## src/rtl/sub_32_seq_pkg.sv

```systemverilog
// Shared types and sizing helpers for the digit-serial subtractor.
package sub_32_seq_pkg;
    typedef enum logic [1:0] {
        S_IDLE = 2'd0,
        S_BUSY = 2'd1,
        S_DONE = 2'd2
    } state_t;

    localparam int WIDTH_DEF   = 32;
    localparam int DIGIT_W_DEF = 8;
    localparam int NDIG_DEF    = WIDTH_DEF / DIGIT_W_DEF;

    // A single-digit configuration still needs a 1-bit counter.
    function automatic int cnt_w(input int ndig);
        return (ndig > 1) ? $clog2(ndig) : 1;
    endfunction
endpackage

```

## src/rtl/sub_32_seq_if.sv

```systemverilog
// Operand/result handshake bundle between the ALU datapath and sub_32_seq.
interface sub_32_seq_if
    import sub_32_seq_pkg::*;
#(
    parameter int WIDTH = WIDTH_DEF
) ();
    logic             in_valid;
    logic             in_ready;
    logic [WIDTH-1:0] a;
    logic [WIDTH-1:0] b;
    logic             b_in;
    logic             out_valid;
    logic             out_ready;
    logic [WIDTH-1:0] d;
    logic             b_out;
    logic             ovf;

    modport master (
        output in_valid, a, b, b_in, out_ready,
        input  in_ready, out_valid, d, b_out, ovf
    );

    modport slave (
        input  in_valid, a, b, b_in, out_ready,
        output in_ready, out_valid, d, b_out, ovf
    );
endinterface

```

## src/rtl/sub_32_seq_digit.sv

```systemverilog
// Combinational W-bit subtractor slice: {o_bout, o_diff} = i_a - i_b - i_bin.
module sub_digit #(
    parameter int W = 8
) (
    input  logic [W-1:0] i_a,
    input  logic [W-1:0] i_b,
    input  logic         i_bin,
    output logic [W-1:0] o_diff,
    output logic         o_bout
);
    logic [W:0] w_res;

    // One extra bit captures the borrow as the wrapped sign of the result.
    assign w_res            = {1'b0, i_a} - {1'b0, i_b} - {{W{1'b0}}, i_bin};
    assign {o_bout, o_diff} = w_res;
endmodule

```

## src/rtl/sub_32_seq.sv

```systemverilog
// Digit-serial subtractor d = a - b - b_in, DIGIT_W bits per cycle with a registered borrow.
module sub_32_seq
    import sub_32_seq_pkg::*;
#(
    parameter int WIDTH   = WIDTH_DEF,
    parameter int DIGIT_W = DIGIT_W_DEF
) (
    input  logic          clk,
    input  logic          rst_n,
    sub_32_seq_if.slave   s
);
    localparam int NDIG = WIDTH / DIGIT_W;
    localparam int CW   = cnt_w(NDIG);

    generate
        if (WIDTH % DIGIT_W != 0) begin : g_bad_digit
            $error("sub_32_seq: DIGIT_W must divide WIDTH evenly");
        end
    endgenerate

    state_t           r_state;
    logic [WIDTH-1:0] r_a, r_b, r_d;
    logic [CW-1:0]    r_cnt;
    logic             r_borrow, r_sa, r_sb;
    logic             r_in_ready, r_out_valid, r_bo, r_ovf;

    logic [DIGIT_W-1:0] w_diff;
    logic               w_bnext;
    logic [WIDTH-1:0]   w_d_shift;
    logic               w_last;

    sub_digit #(.W(DIGIT_W)) u_dig (
        .i_a    (r_a[DIGIT_W-1:0]),
        .i_b    (r_b[DIGIT_W-1:0]),
        .i_bin  (r_borrow),
        .o_diff (w_diff),
        .o_bout (w_bnext)
    );

    // Result digits enter at the MSB end so the LSB digit lands at the bottom after NDIG shifts.
    generate
        if (DIGIT_W == WIDTH) begin : g_one_digit
            assign w_d_shift = w_diff;
        end else begin : g_multi_digit
            assign w_d_shift = {w_diff, r_d[WIDTH-1:DIGIT_W]};
        end
    endgenerate

    assign w_last = (r_cnt == CW'(NDIG - 1));

    always_ff @(posedge clk or negedge rst_n) begin
        if (!rst_n) begin
            r_state     <= S_IDLE;
            r_a         <= '0;
            r_b         <= '0;
            r_d         <= '0;
            r_cnt       <= '0;
            r_borrow    <= 1'b0;
            r_sa        <= 1'b0;
            r_sb        <= 1'b0;
            r_in_ready  <= 1'b0;
            r_out_valid <= 1'b0;
            r_bo        <= 1'b0;
            r_ovf       <= 1'b0;
        end else begin
            case (r_state)
                S_IDLE: begin
                    if (s.in_valid && r_in_ready) begin
                        r_a        <= s.a;
                        r_b        <= s.b;
                        r_borrow   <= s.b_in;
                        r_sa       <= s.a[WIDTH-1];
                        r_sb       <= s.b[WIDTH-1];
                        r_cnt      <= '0;
                        r_in_ready <= 1'b0;
                        r_state    <= S_BUSY;
                    end else begin
                        r_in_ready <= 1'b1;
                    end
                end
                S_BUSY: begin
                    r_d      <= w_d_shift;
                    r_a      <= r_a >> DIGIT_W;
                    r_b      <= r_b >> DIGIT_W;
                    r_borrow <= w_bnext;
                    if (w_last) begin
                        r_bo        <= w_bnext;
                        // Sign of the final d is the top bit of the last digit.
                        r_ovf       <= (r_sa != r_sb) && (w_diff[DIGIT_W-1] != r_sa);
                        r_out_valid <= 1'b1;
                        r_state     <= S_DONE;
                    end else begin
                        r_cnt <= r_cnt + CW'(1);
                    end
                end
                S_DONE: begin
                    if (s.out_ready) begin
                        r_out_valid <= 1'b0;
                        r_in_ready  <= 1'b1;
                        r_state     <= S_IDLE;
                    end
                end
                default: r_state <= S_IDLE;
            endcase
        end
    end

    assign s.in_ready  = r_in_ready;
    assign s.out_valid = r_out_valid;
    assign s.d         = r_d;
    assign s.b_out     = r_bo;
    assign s.ovf       = r_ovf;
endmodule

```

## src/flat_wrapper.sv

```systemverilog
// flat-port wrapper written by rule: the top's interface ports become plain ports
module sub_32_seq_flat import sub_32_seq_pkg::*;
#(
    parameter int WIDTH   = WIDTH_DEF,
    parameter int DIGIT_W = DIGIT_W_DEF
)
  (clk, rst_n, s_in_valid, s_a, s_b, s_b_in, s_out_ready, s_in_ready, s_out_valid, s_d, s_b_out, s_ovf);
  sub_32_seq_if #(.WIDTH(WIDTH)) s_i ();
  input  logic clk;
  input  logic rst_n;
  input wire logic [$bits(s_i.in_valid)-1:0] s_in_valid;
  input wire logic [$bits(s_i.a)-1:0] s_a;
  input wire logic [$bits(s_i.b)-1:0] s_b;
  input wire logic [$bits(s_i.b_in)-1:0] s_b_in;
  input wire logic [$bits(s_i.out_ready)-1:0] s_out_ready;
  output wire logic [$bits(s_i.in_ready)-1:0] s_in_ready;
  output wire logic [$bits(s_i.out_valid)-1:0] s_out_valid;
  output wire logic [$bits(s_i.d)-1:0] s_d;
  output wire logic [$bits(s_i.b_out)-1:0] s_b_out;
  output wire logic [$bits(s_i.ovf)-1:0] s_ovf;
  assign s_i.in_valid = s_in_valid;
  assign s_i.a = s_a;
  assign s_i.b = s_b;
  assign s_i.b_in = s_b_in;
  assign s_i.out_ready = s_out_ready;
  assign s_in_ready = s_i.in_ready;
  assign s_out_valid = s_i.out_valid;
  assign s_d = s_i.d;
  assign s_b_out = s_i.b_out;
  assign s_ovf = s_i.ovf;
  sub_32_seq #(.WIDTH(WIDTH), .DIGIT_W(DIGIT_W)) u_core (.clk(clk), .rst_n(rst_n), .s(s_i));
endmodule
```

## config.mk

```make
export PLATFORM = sky130hd
export DESIGN_NAME = sub_32_seq_flat
export DESIGN_NICKNAME = d
export VERILOG_FILES = /design/src/rtl/sub_32_seq_pkg.sv /design/src/rtl/sub_32_seq_if.sv /design/src/rtl/sub_32_seq_digit.sv /design/src/rtl/sub_32_seq.sv /design/src/flat_wrapper.sv
export SDC_FILE = /design/constraint.sdc
export NUM_CORES = 1
export LEC_CHECK = 0
export ABC_CLOCK_PERIOD_IN_PS = 2400
export BUFFER_PORTS_ARGS = -buffer_cell sky130_fd_sc_hd__buf_2
export CAP_MARGIN = 5
export CORE_MARGIN = 2
export CORE_UTILIZATION = 35
export CTS_CLUSTER_SIZE = 10
export DETAILED_ROUTE_END_ITERATION = 10
export GPL_TIMING_DRIVEN = 0
export RECOVER_POWER = 100
export SYNTH_ARGS = -nofsm -noshare
export SYNTH_HDL_FRONTEND = slang
export SYNTH_HIERARCHICAL = 1
export SYNTH_SLANG_ARGS = --single-unit
```

## constraint.sdc

```tcl
create_clock -name clk -period 2.4 [get_ports clk]
set_clock_uncertainty 0.1 [all_clocks]
set_input_delay 0.36 -clock clk [delete_from_list [all_inputs] [get_ports clk]]
set_output_delay 0.36 -clock clk [all_outputs]
set_load 0.005 [all_outputs]
```

# Yosys cells after proc, flatten, opt, wreduce, memory -nomap -nowiden
# Cells that the tools add are included.
[totals]
ff_bits = 107
wordCells = 56
[classes]
add_sub_neg = 3
n_eq_ne = 9
mux = 19
n_reduce_logical = 13
[op_table]
columns = ["op", "n"]
rows = [
  ["$pmux 32 s2", 2],
  ["$mux 32", 2],
  ["$mux 2", 5],
  ["$reduce_and 3->1", 3],
  ["$sub 8x8->9", 1],
  ["$sub 9x1->9", 1],
  ["$reduce_and 2->1", 4],
  ["$pmux 1 s2", 3],
  ["$pmux 2 s3", 1],
  ["$reduce_bool 2->1", 3],
  ["$mux 1", 5],
  ["$eq 2x2->1 const B", 2],
  ["$ne 2x1->1 const B", 2],
  ["$ne 2x2->1 const B", 2],
  ["$pmux 2 s2", 1],
  ["$add 2x1->2 const B", 1],
  ["$eq 2x1->1 const B", 1],
  ["$logic_and 1x1->1", 2],
  ["$logic_not 2->1", 1],
  ["$ne 1x1->1", 2],
]

# Depth between registers and ports, before layout
# Gate-level depths: netlist of the first run.
[depth]
depth_word = 4
ltp_mapped = 11

# Cells and area by module
# Netlist of the first run, hierarchy kept.
[modules_own_cells]
columns = ["module", "instances", "cells_each", "area_per_inst_um2", "seq_area_each_um2"]
rows = [
  ["sub_32_seq", 1, 460, 4523.1, 2677.6],
  ["sub_digit", 1, 76, 554.3, 0.0],
]

# Least setup slack after synthesis of the first run
# No wires, ideal clock.
[synth_timing]
path_kind = "flip-flop to flip-flop"
start = "register u_core.r_a[0]"
end = "register u_core.r_ovf (netlist: u_core/s.ovf)"
setup_time_ns = 0.125
arrival_ns = 2.055
t_required_ns = 2.175
setup_slack_ns = 0.120
stages_incl_launch_ff = 10
n_path_buf = 0
synth_period_minus_slack_ns = 2.280
cell_sequence = "dfrtp_1 > fa_1 > inv_1 > ha_1 > o21ai_1 > a21boi_2 > a31oi_1 > nand3b_1 > o21ai_0 > mux2_4"
[synth_via]
elab_chain_len = 4
[synth_rtl]
columns = ["element", "line_no", "rtl"]
rows = [
  ["from (decl)", "sub_32_seq.sv:22", "logic [WIDTH-1:0] r_a, r_b, r_d;"],
  ["from (signal assigned)", "sub_32_seq.sv:69", "r_a <= s.a;"],
  ["from (signal assigned)", "sub_32_seq.sv:83", "r_a <= r_a >> DIGIT_W;"],
  ["$sub 8x8->9", "sub_32_seq_digit.sv:14", "assign w_res = {1'b0, i_a} - {1'b0, i_b} - {{W{1'b0}}, i_bin};"],
  ["$sub 9x1->9", "sub_32_seq_digit.sv:14", ""],
  ["net u_core.w_diff[7]", "sub_32_seq.sv:27", "logic [DIGIT_W-1:0] w_diff;"],
  ["$ne 1x1->1", "sub_32_seq.sv:89", "r_ovf <= (r_sa != r_sb) && (w_diff[DIGIT_W-1] != r_sa);"],
  ["$logic_and 1x1->1", "sub_32_seq.sv:89", ""],
  ["to (signal assigned)", "sub_32_seq.sv:89", ""],
  ["to (decl)", "sub_32_seq.sv:25", "logic r_in_ready, r_out_valid, r_bo, r_ovf;"],
]
# The timed path passes the listed nets, and every way through them passes these cells.
# A chain may end at the register's enable or synchronous reset.

# Worst setup path in the final report of the first run
[layout_timing]
start = "register u_core.r_b[0]"
end = "register u_core.r_ovf (netlist: u_core/s.ovf)"
[layout_via]
elab_chain_len = 4
[layout_rtl]
columns = ["element", "line_no", "rtl"]
rows = [
  ["from (decl)", "sub_32_seq.sv:22", ""],
  ["from (signal assigned)", "sub_32_seq.sv:70", "r_b <= s.b;"],
  ["from (signal assigned)", "sub_32_seq.sv:84", "r_b <= r_b >> DIGIT_W;"],
  ["$sub 8x8->9", "sub_32_seq_digit.sv:14", ""],
  ["$sub 9x1->9", "sub_32_seq_digit.sv:14", ""],
  ["net u_core.w_diff[7]", "sub_32_seq.sv:27", ""],
  ["$ne 1x1->1", "sub_32_seq.sv:89", ""],
  ["$logic_and 1x1->1", "sub_32_seq.sv:89", ""],
]
# The timed path passes the listed nets, and every way through them passes these cells.

==> impl_metrics.tcl, run 1 <==
set metrics [dict create \
    numCtsBuffers 9 \
    dr.pass1.iters 5 \
    cts.path.max_buffers 2 \
    start_util_pct 35.3 \
    finalSetupViolations 2 \
    vias 4028 \
    antenna_found_initial 1 \
    rsz0062_at_grt "yes" \
    holdPathStages 3 \
    grt_usage_pct 16.0 \
    routedWlPerCell_um 14.0 \
    vias_per_cell 4.75 \
    synth.cell_area_sq_um 5080 \
    multi_input_area_sq_um 1890 \
    yosys_warnings 6 \
    cts_tree "built" \
    hold_viol 0 \
    insertion_delay_ns 0.36 \
    routed_wl_mm 11.9 \
    internal_power_uw 5830 \
    power.leakage_uw 0.00322 \
    fin_ws_ns -0.0761 \
    root_buffer "clkbuf_16" \
    fp.dieW_um 124 \
    synth-main-ff-cell "dfrtp_1" \
    p_comb_share_pct 53.3 \
    worstRegToRegCells 10 \
    slew_viol_final 0 \
    synth_area_leader_cell "dfrtp_1" \
    coreArea_sq_um 14400 \
    worstPathMaxFanout 3 \
    drc 0 \
    grt_first_pass_wirelength_mm 20.0 \
    drive_gt1_share_pct 23.6 \
    yosysUniqueCellTypes 46 \
    grt_start_max_net_pins 74 \
    status "finished with violations" \
    grt_remaining_overflow 0 \
    clock-sinks 107 \
    synthCells 536 \
    final_core_util_pct 42.4 \
    powerDensity_nw_per_um2 1660 \
    post-dp-hpwl_mm 8.81 \
    rows 44 \
    yosysSeqAreaShare_pct 52.7 \
    fin_crit_ns 2.48 \
    gp_congestion 0.791 \
    htreeDepth 3 \
    portBuffers 104 \
    dp_slack_ns -0.167 \
    first_iter_violations 202 \
    p_seq_share_pct 32.2 \
    syn2layout_area_growth_pct 20.0 \
    final_antenna_net_count 0 \
    synth_area_leaders "dfrtp_1 (53%), nand2_1 (10%), inv_1 (5.7%)" \
    path_clk_slew_ns 0.07 \
    fmax_mhz 404 \
    antenna_cells 0 \
    stdcell_count 848 \
    rrSetupSlack_ns -0.08 \
    die-area_sq_um 15500 \
    place_inst 825 \
    critPathCaptureType "flop" \
    grt_pass1_vias 4041 \
    hp-class "in2reg" \
    synth_top_area_share_pct 52.7 \
    fin_nets 746 \
    ys_seq_elements 107 \
    max_cap_viol_count 0 \
    regArea_sq_um 2680 \
    slew_headroom_pct 40.6 \
    ir_worst_vdd_uv 527 \
    path_class "reg2reg" \
    failed_checks "negative setup slack" \
    syn_area_per_cell_sq_um 9.47 \
    synth-edff-count 0 \
    worst_ep_arrival_time_ns 2.62 \
    clkPwrFrac_pct 14.5 \
    fin_crit_sh_pct 103 \
    ios 105 \
    netSwitchingFraction_pct 42.5 \
    startpoint_type "flop" \
    ys_async_sr_fraction_pct 100 \
    synth_nets 623 \
    worstPathRequired_ns 2.55 \
    dieHeight_um 124 \
    num-fill-cells 1460 \
    worst_pin_slew_ns 0.891 \
    power_switching_uw 4310 \
]
critical path: stages (launching register included):
cell      delay, ns
dfrtp_1        0.36
inv_2          0.06
fa_2           0.58
ha_2           0.17
o21ai_2        0.06
a21boi_2       0.19
a31oi_1        0.10
nand3b_1       0.27
nand3b_1       0.14
o21ai_1        0.07
mux2_4         0.26
registers in the layout, indices dropped and copies added (netlist names):
name and count:
u_core/s.out_valid 1, u_core/s.d 32, u_core/s.ovf 1, u_core/s.b_out 1, u_core/r_borrow 1, u_core/r_sa 1, u_core/r_a 32, u_core/r_b 32
u_core/r_state 2, u_core/s.in_ready 1, u_core/r_sb 1, u_core/r_cnt 2
cell usage in the layout, fill, tap and decap left out, drive strengths merged, types with 2 or more instances in the layout:
cell,n
nand3b,2
ha,16
xor2,2
nand2b,2
nand2,138
xnor2,3
and2b,2
buf,105
a22o,2
mux2,2
dfrtp,107
clkbuf,46
fa,2
a21oi,55
nand3,16
nor2,7
o21ai,5
o22ai,50
a21boi,2
inv,80
repair_timing:
item,in CTS,in global routing
setup endpoints to repair,1,3
hold buffers,1,0
hold endpoints to repair,34,0
gates resized for setup,11,1
setup buffers,4,2
pin swaps,7,9
logic make-up after synthesis:
group	Yosys count	share of synthesized area, %
and+or+nand+nor	175	14.8
xor gates and xnor gates	5	0.863
adders and majority gates	18	4.73
DFF	107	52.7
muxes	3	0.789
AOI/OAI and AO/OA	122	16.4
buffers and inverters	106	9.73
path summary, 6_finish.rpt:
check                               from             end
setup reg to reg           u_core/r_b[0]    u_core/s.ovf
setup / recovery           u_core/r_b[0]    u_core/s.ovf
hold / removal                   s_a[25]  u_core/r_a[25]
max in group asynchronous          rst_n  u_core/r_b[11]
min in group asynchronous          rst_n   u_core/s.d[7]
hold reg to reg            u_core/s.d[1]   u_core/s.d[1]
synthesized netlist by cell type, drive strengths merged, types with 3 or more instances:
| master | number |
|---|---|
| o21ai | 5 |
| inv | 77 |
| dfrtp | 107 |
| nand3 | 16 |
| a21oi | 55 |
| xnor2 | 3 |
| ha | 16 |
| o22ai | 50 |
| nand2 | 138 |
| buf | 28 |
| nor2 | 7 |
power by group through the flow:
stage                     sequential [uW]  combinational (uW)  clock, uW
after floorplan                      3200                3890          0
final                                3270                5400       1470
after CTS                            3280                5630       1510
after global placement               3270                5060          0
after global routing                 3390                6140       1590
after detailed placement             3310                5200          0
cell type report:
class | instances | share of cell area, %
Buffer | 29 | 2.38
Multi-Input combinational cell | 323 | 31.1
Clock buffer | 11 | 4.15
Tap cell | 184 | 3.78
Clock inverter | 5 | 0.719
Sequential cell | 107 | 43.9
Timing Repair Buffer | 112 | 9.22
Inverter | 77 | 4.74
per-layer routing:
layer | vias to the layer above | part of all wire [%] | track usage [%] | wire length, um
met5 | - | 0.13 | 0 | 16
met4 | 2 | 1.8 | 4.82 | 215
met3 | 23 | 5.3 | 4.55 | 626
met2 | 112 | 47 | 26.1 | 5560
met1 | 1886 | 46 | 20.7 | 5480
li1 | 2005 | - | - | -
per-stage QoR:
stage          hold slack [ns]  area [sq um]  setup TNS (ns)  power (uW)
6_report                0.0824          6090          -0.122       10100
5_1_grt                 0.0827          6090          -0.528       11100
4_1_cts                 0.0755          6250         -0.0283       10400
3_5_place_dp             0.251          5860          -0.167        8520
3_3_place_gp             0.352          5830          -34.88        8330
2_1_floorplan          -0.0356          5080               0        7090
Note: power is estimated with default switching activity, not from simulation.
==> run 2: changes to the inputs <==
- TNS_END_PERCENT: default -> 1
==> impl_metrics.tcl, run 2 (synthesized netlist as in run 1, its figures left out) <==
set metrics [dict create \
    failed_checks "negative setup slack" \
    worst_pin_slew_ns 0.891 \
    mostFrequentLayoutCell "nand2_1" \
    cts.path.max_buffers 2 \
    htreeDepth 3 \
    ir_worst_vdd_uv 527 \
    dp_slack_ns -0.167 \
    clock-sinks 107 \
    hold_viol 0 \
    cts_tree "built" \
    rsz0062_at_grt "yes" \
    layout_common_cells "nand2_1 (137), dfrtp_1 (107), buf_2 (93), inv_1 (74), o22ai_1 (48)" \
    finalSetupViolations 2 \
    coreArea_sq_um 14400 \
    max_cap_viol_count 0 \
    path_clk_slew_ns 0.07 \
    dieHeight_um 124 \
    fin_crit_sh_pct 103 \
    path_class "reg2reg" \
    antenna_found_initial 1 \
    setup_tns_ns -0.123 \
    gp_congestion 0.791 \
    grt_remaining_overflow 0 \
    dr.pass1.iters 4 \
    status "finished with violations" \
    slew_headroom_pct 40.6 \
    insertion_delay_ns 0.36 \
    power_uw 10100 \
    final_antenna_net_count 0 \
    hp-class "in2reg" \
    fmax_mhz 404 \
    internal_power_uw 5830 \
    vias 4031 \
    die-area_sq_um 15500 \
    rows 44 \
    power.leakage_uw 0.00322 \
    met2_usage_pct 26.1 \
    grt_busiest_layer "met2" \
    worst_ep_arrival_time_ns 2.62 \
    global_route.usage.met1_pct 20.7 \
    root_buffer "clkbuf_16" \
    post-dp-hpwl_mm 8.81 \
    portBuffers 104 \
    met3_usage_pct 4.55 \
    worstPathRequired_ns 2.55 \
    first_iter_violations 245 \
    drc 0 \
    final_core_util_pct 42.4 \
    fin_ws_ns -0.0761 \
    worstPathMaxFanout 3 \
    syn2layout_area_growth_pct 20.0 \
    drive_gt1_share_pct 23.6 \
    critPathCaptureType "flop" \
    startpoint_type "flop" \
    grt_first_pass_wirelength_mm 20.0 \
    fin_crit_ns 2.48 \
    p_seq_share_pct 32.3 \
    fp.dieW_um 124 \
    netSwitchingFraction_pct 42.5 \
    routedWlPerCell_um 14.0 \
    clkPwrFrac_pct 14.5 \
    start_util_pct 35.3 \
    numCtsBuffers 9 \
    routed_wl_mm 11.9 \
    grt_start_max_net_pins 74 \
    vias_per_cell 4.75 \
    p_comb_share_pct 53.3 \
    slew_viol_final 0 \
    powerDensity_nw_per_um2 1660 \
    power_switching_uw 4310 \
    fin_nets 746 \
    grt_usage_pct 16.0 \
    grt_pass1_vias 4041 \
    ios 105 \
    antenna_cells 0 \
]
[run 2: cell counts in the layout (fill, tap and decap cells not counted)]
Identical to the previous run, type by type.
[run 2: per-layer routing]
layer / vias up / wire length [um]
met5: - / 16
met1: 1892 / 5480
met3: 21 / 613
li1: 2005 / -
met2: 111 / 5560
met4: 2 / 209
[run 2: per-stage QoR]
| stage | hold WS (ns) | area, sq um | cells |
|---|---|---|---|
| CTS | 0.0755 | 6250 | 846 |
| detailed placement | 0.251 | 5860 | 825 |
| global placement | 0.352 | 5830 | 824 |
| floorplan | -0.0356 | 5080 | 536 |
| finish | 0.0832 | 6090 | 848 |
| global route | 0.0827 | 6090 | 848 |
[run 2: final timing paths]
kind	start	to	slack, ns	depth (start not counted)
max	u_core/r_b[0]	u_core/s.ovf	-0.08	10
min	s_a[25]	u_core/r_a[25]	0.08	3
max reg2reg	u_core/r_b[0]	u_core/s.ovf	-0.08	10
min reg2reg	u_core/s.d[1]	u_core/s.d[1]	0.37	2
max in group asynchronous	rst_n	u_core/r_b[11]	0.49	3
min in group asynchronous	rst_n	u_core/s.d[7]	0.56	2
[run 2: power groups by stage]
stage / registers [uW] / clock network [uW] / logic [uW]
floorplan: 3200 / 0 / 3890
global placement: 3270 / 0 / 5060
detailed placement: 3310 / 0 / 5200
CTS: 3280 / 1510 / 5630
global route: 3390 / 1590 / 6140
finish: 3270 / 1470 / 5400
[run 2: cell type report]
class                      instances  area, sq um
buffer                            29          145
clock buffer                      11          253
clock inverter                     5         43.8
fill                            1460         8280
inverter                          77          289
multi-input combinational        323         1890
sequential                       107         2680
tap                              184          230
timing repair buffer             112          562
[run 2: timing repair]
item / CTS / global route
endpoints found under the hold margin: 34 / 0
setup endpoints to repair: 1 / 3
setup buffers: 4 / 2
cloned: 0 / 0
hold buffers: 1 / 0
pin swaps: 7 / 9
gates resized for setup: 11 / 1
[run 2: worst max-delay path: stages (launching register included)]
cell	delay [ns]
dfrtp_1	0.36
inv_2	0.06
fa_2	0.58
ha_2	0.17
o21ai_2	0.06
a21boi_2	0.19
a31oi_1	0.10
nand3b_1	0.27
nand3b_1	0.14
o21ai_1	0.07
mux2_4	0.26
==> run 3: changes to the inputs <==
- REMOVE_ABC_BUFFERS: default -> 1
- SYNTH_HIERARCHICAL: 1 -> default
==> impl_metrics.tcl, run 3 <==
set metrics [dict create \
    syn2layout_area_growth_pct 24.6 \
    path_cells "inv_2, fa_2, inv_2, ha_4, o21ai_4, a21boi_4, o21ai_2, xor2_2, or3b_1, a41oi_2" \
    fmax_mhz 408 \
    internal_power_uw 5520 \
    fin_nets 698 \
    synth_common_cells "nand2_1 (165), dfrtp_1 (107), o21ai_0 (64)" \
    rows 43 \
    p_seq_share_pct 34.0 \
    start_util_pct 35.8 \
    clkPwrFrac_pct 17.7 \
    slew_headroom_pct 20.0 \
    power_uw 9000 \
    power.leakage_uw 0.00295 \
    final_antenna_net_count 0 \
    status "finished with violations" \
    whs_ns 0.121 \
    synth_area_leaders "dfrtp_1 (54%), nand2_1 (12%), mux2i_1 (9.7%)" \
    drive_gt1_share_pct 22.7 \
    max_cap_viol_count 0 \
    grt_remaining_overflow 0 \
    drc 0 \
    finalSetupViolations 1 \
    yosys_warnings 0 \
    stdcell_count 797 \
    setup_tns_ns -0.0518 \
    routed_wl_mm 10.1 \
    cts_tree "built" \
    layout_common_cells "nand2_1 (165), dfrtp_1 (107), buf_2 (86), o21ai_0 (67), mux2i_1 (48)" \
    grt_busiest_layer "met2" \
    numCtsBuffers 9 \
    htreeDepth 3 \
    vias 3646 \
    worst_pin_slew_ns 1.20 \
    met2_usage_pct 22.5 \
    global_route.usage.met1_pct 19.0 \
    ys_seq_elements 107 \
    grt_start_max_net_pins 61 \
    failed_checks "negative setup slack" \
    coreArea_sq_um 13900 \
    clock-sinks 107 \
    met3_usage_pct 3.18 \
    worst_ep_arrival_time_ns 2.61 \
    worstPathRequired_ns 2.56 \
    first_iter_violations 140 \
    fin_ws_ns -0.0518 \
    vias_per_cell 4.57 \
    path_class "reg2reg" \
    yosysMostFrequentCell "nand2_1" \
    worstPathMaxFanout 2 \
    rsz0062_at_grt "yes" \
    antenna_cells 0 \
    post-dp-hpwl_mm 7.24 \
    path_clk_slew_ns 0.07 \
    crit_slowest_cell "fa_2" \
    gp_congestion 0.707 \
    grt_pass1_vias 3510 \
    synth-main-ff-cell "dfrtp_1" \
    cts.path.max_buffers 2 \
    powerDensity_nw_per_um2 1450 \
    ys_async_sr_fraction_pct 100 \
    critPathCaptureType "flop" \
    synth-edff-count 0 \
    startpoint_type "flop" \
    netSwitchingFraction_pct 38.7 \
    fp.dieW_um 123 \
    place_inst 775 \
    die-area_sq_um 15200 \
    power_switching_uw 3480 \
    synth_area_leader_cell "dfrtp_1" \
    ir_worst_vdd_uv 427 \
    fin_crit_ns 2.45 \
    synthCells 511 \
    ios 105 \
    yosysSeqAreaShare_pct 53.9 \
    hp-class "in2reg" \
    syn_area_per_cell_sq_um 9.73 \
    hold_viol 0 \
    crit_start "u_core.r_borrow" \
    slew_viol_final 0 \
    synth_top_area_share_pct 53.9 \
    path_common_cell "inv_2" \
    grt_first_pass_wirelength_mm 17.0 \
    dieHeight_um 123 \
    yosysUniqueCellTypes 34 \
    grt_usage_pct 14.1 \
    critical_path.max_stage_delay_ns 0.59 \
    routedWlPerCell_um 12.6 \
    antenna_found_initial 0 \
    reg2reg_from "u_core.r_borrow" \
    fin_crit_sh_pct 102 \
    root_buffer "clkbuf_16" \
    synth.cell_area_sq_um 4970 \
    mostFrequentLayoutCell "nand2_1" \
    insertion_delay_ns 0.34 \
    portBuffers 104 \
    p_comb_share_pct 48.3 \
    min_from "s_b[25]" \
    dr.pass1.iters 4 \
]
## run 3: power by group through the flow
| stage | logic [uW] | clock network [uW] | registers (uW) |
|---|---|---|---|
| after global placement | 3400 | 0 | 3020 |
| after global routing | 4940 | 1750 | 3170 |
| after CTS | 4510 | 1670 | 3070 |
| final | 4350 | 1590 | 3060 |
| after detailed placement | 4160 | 0 | 3090 |
| after floorplan | 2620 | 0 | 2980 |
## run 3: kinds of logic after synthesis
group,share of synthesized area (%)
AO/OA/AOI/OAI,10.8
XOR/XNOR,1.06
adder cells (fa/ha/maj),4.58
buffers and inverters,4.66
flip-flops,53.9
multiplexers,10.3
AND/OR/NAND/NOR,14.7
## run 3: per-layer routing
metal  vias up  routed length (um)
li1       1878                   -
met1      1675                4720
met2        83                4680
met3        10                 518
met4         0                 140
met5         -                   0
## run 3: per-stage QoR
stage / worst slack (ns) / utilization (%) / area [sq um]
floorplan: -2.68 / - / 4820
finish: -0.0518 / 44.6 / 6190
CTS: -0.0843 / 45.0 / 6250
global placement: -4.71 / 40.1 / 5570
global route: -0.146 / 44.6 / 6190
detailed placement: -0.310 / 41.9 / 5820
## run 3: cell type report
| class | count | area (sq um) |
|---|---|---|
| clock buffers | 11 | 253 |
| repair buffers | 119 | 742 |
| multi-input cells | 353 | 2140 |
| clock inverters | 5 | 75.1 |
| fillers | 1379 | 7690 |
| well taps | 180 | 225 |
| flip-flops and latches | 107 | 2680 |
| inverters | 22 | 82.6 |
## run 3: worst paths after layout
check                            endpoint  slack (ns)  cells past startpoint
hold / removal             u_core.r_b[25]        0.12                      3
min in group asynchronous  u_core.r_a[21]        0.70                      2
setup reg to reg             u_core.s.ovf       -0.05                     10
max in group asynchronous  u_core.s.d[17]        0.38                      3
hold reg to reg             u_core.s.d[1]        0.37                      2
setup / recovery             u_core.s.ovf       -0.05                     10
## run 3: worst max-delay path, delay by kind of cell (launching register included)
kind                       cells  cell delay (ns)
adders and majority gates      2             0.75
and+or+nand+nor                1             0.37
buffers and inverters          2             0.11
DFF                            1             0.34
xor gates and xnor gates       1             0.10
AOI/OAI and AO/OA              4             0.60
## run 3: what timing repair did
action | CTS | global route
hold endpoints to repair | 47 | 0
setup buffers | 4 | 1
pin swaps | 13 | 9
hold buffers | 1 | 0
gates resized for setup | 14 | 1
gates cloned | 0 | 0
endpoints found under the setup margin | 4 | 12
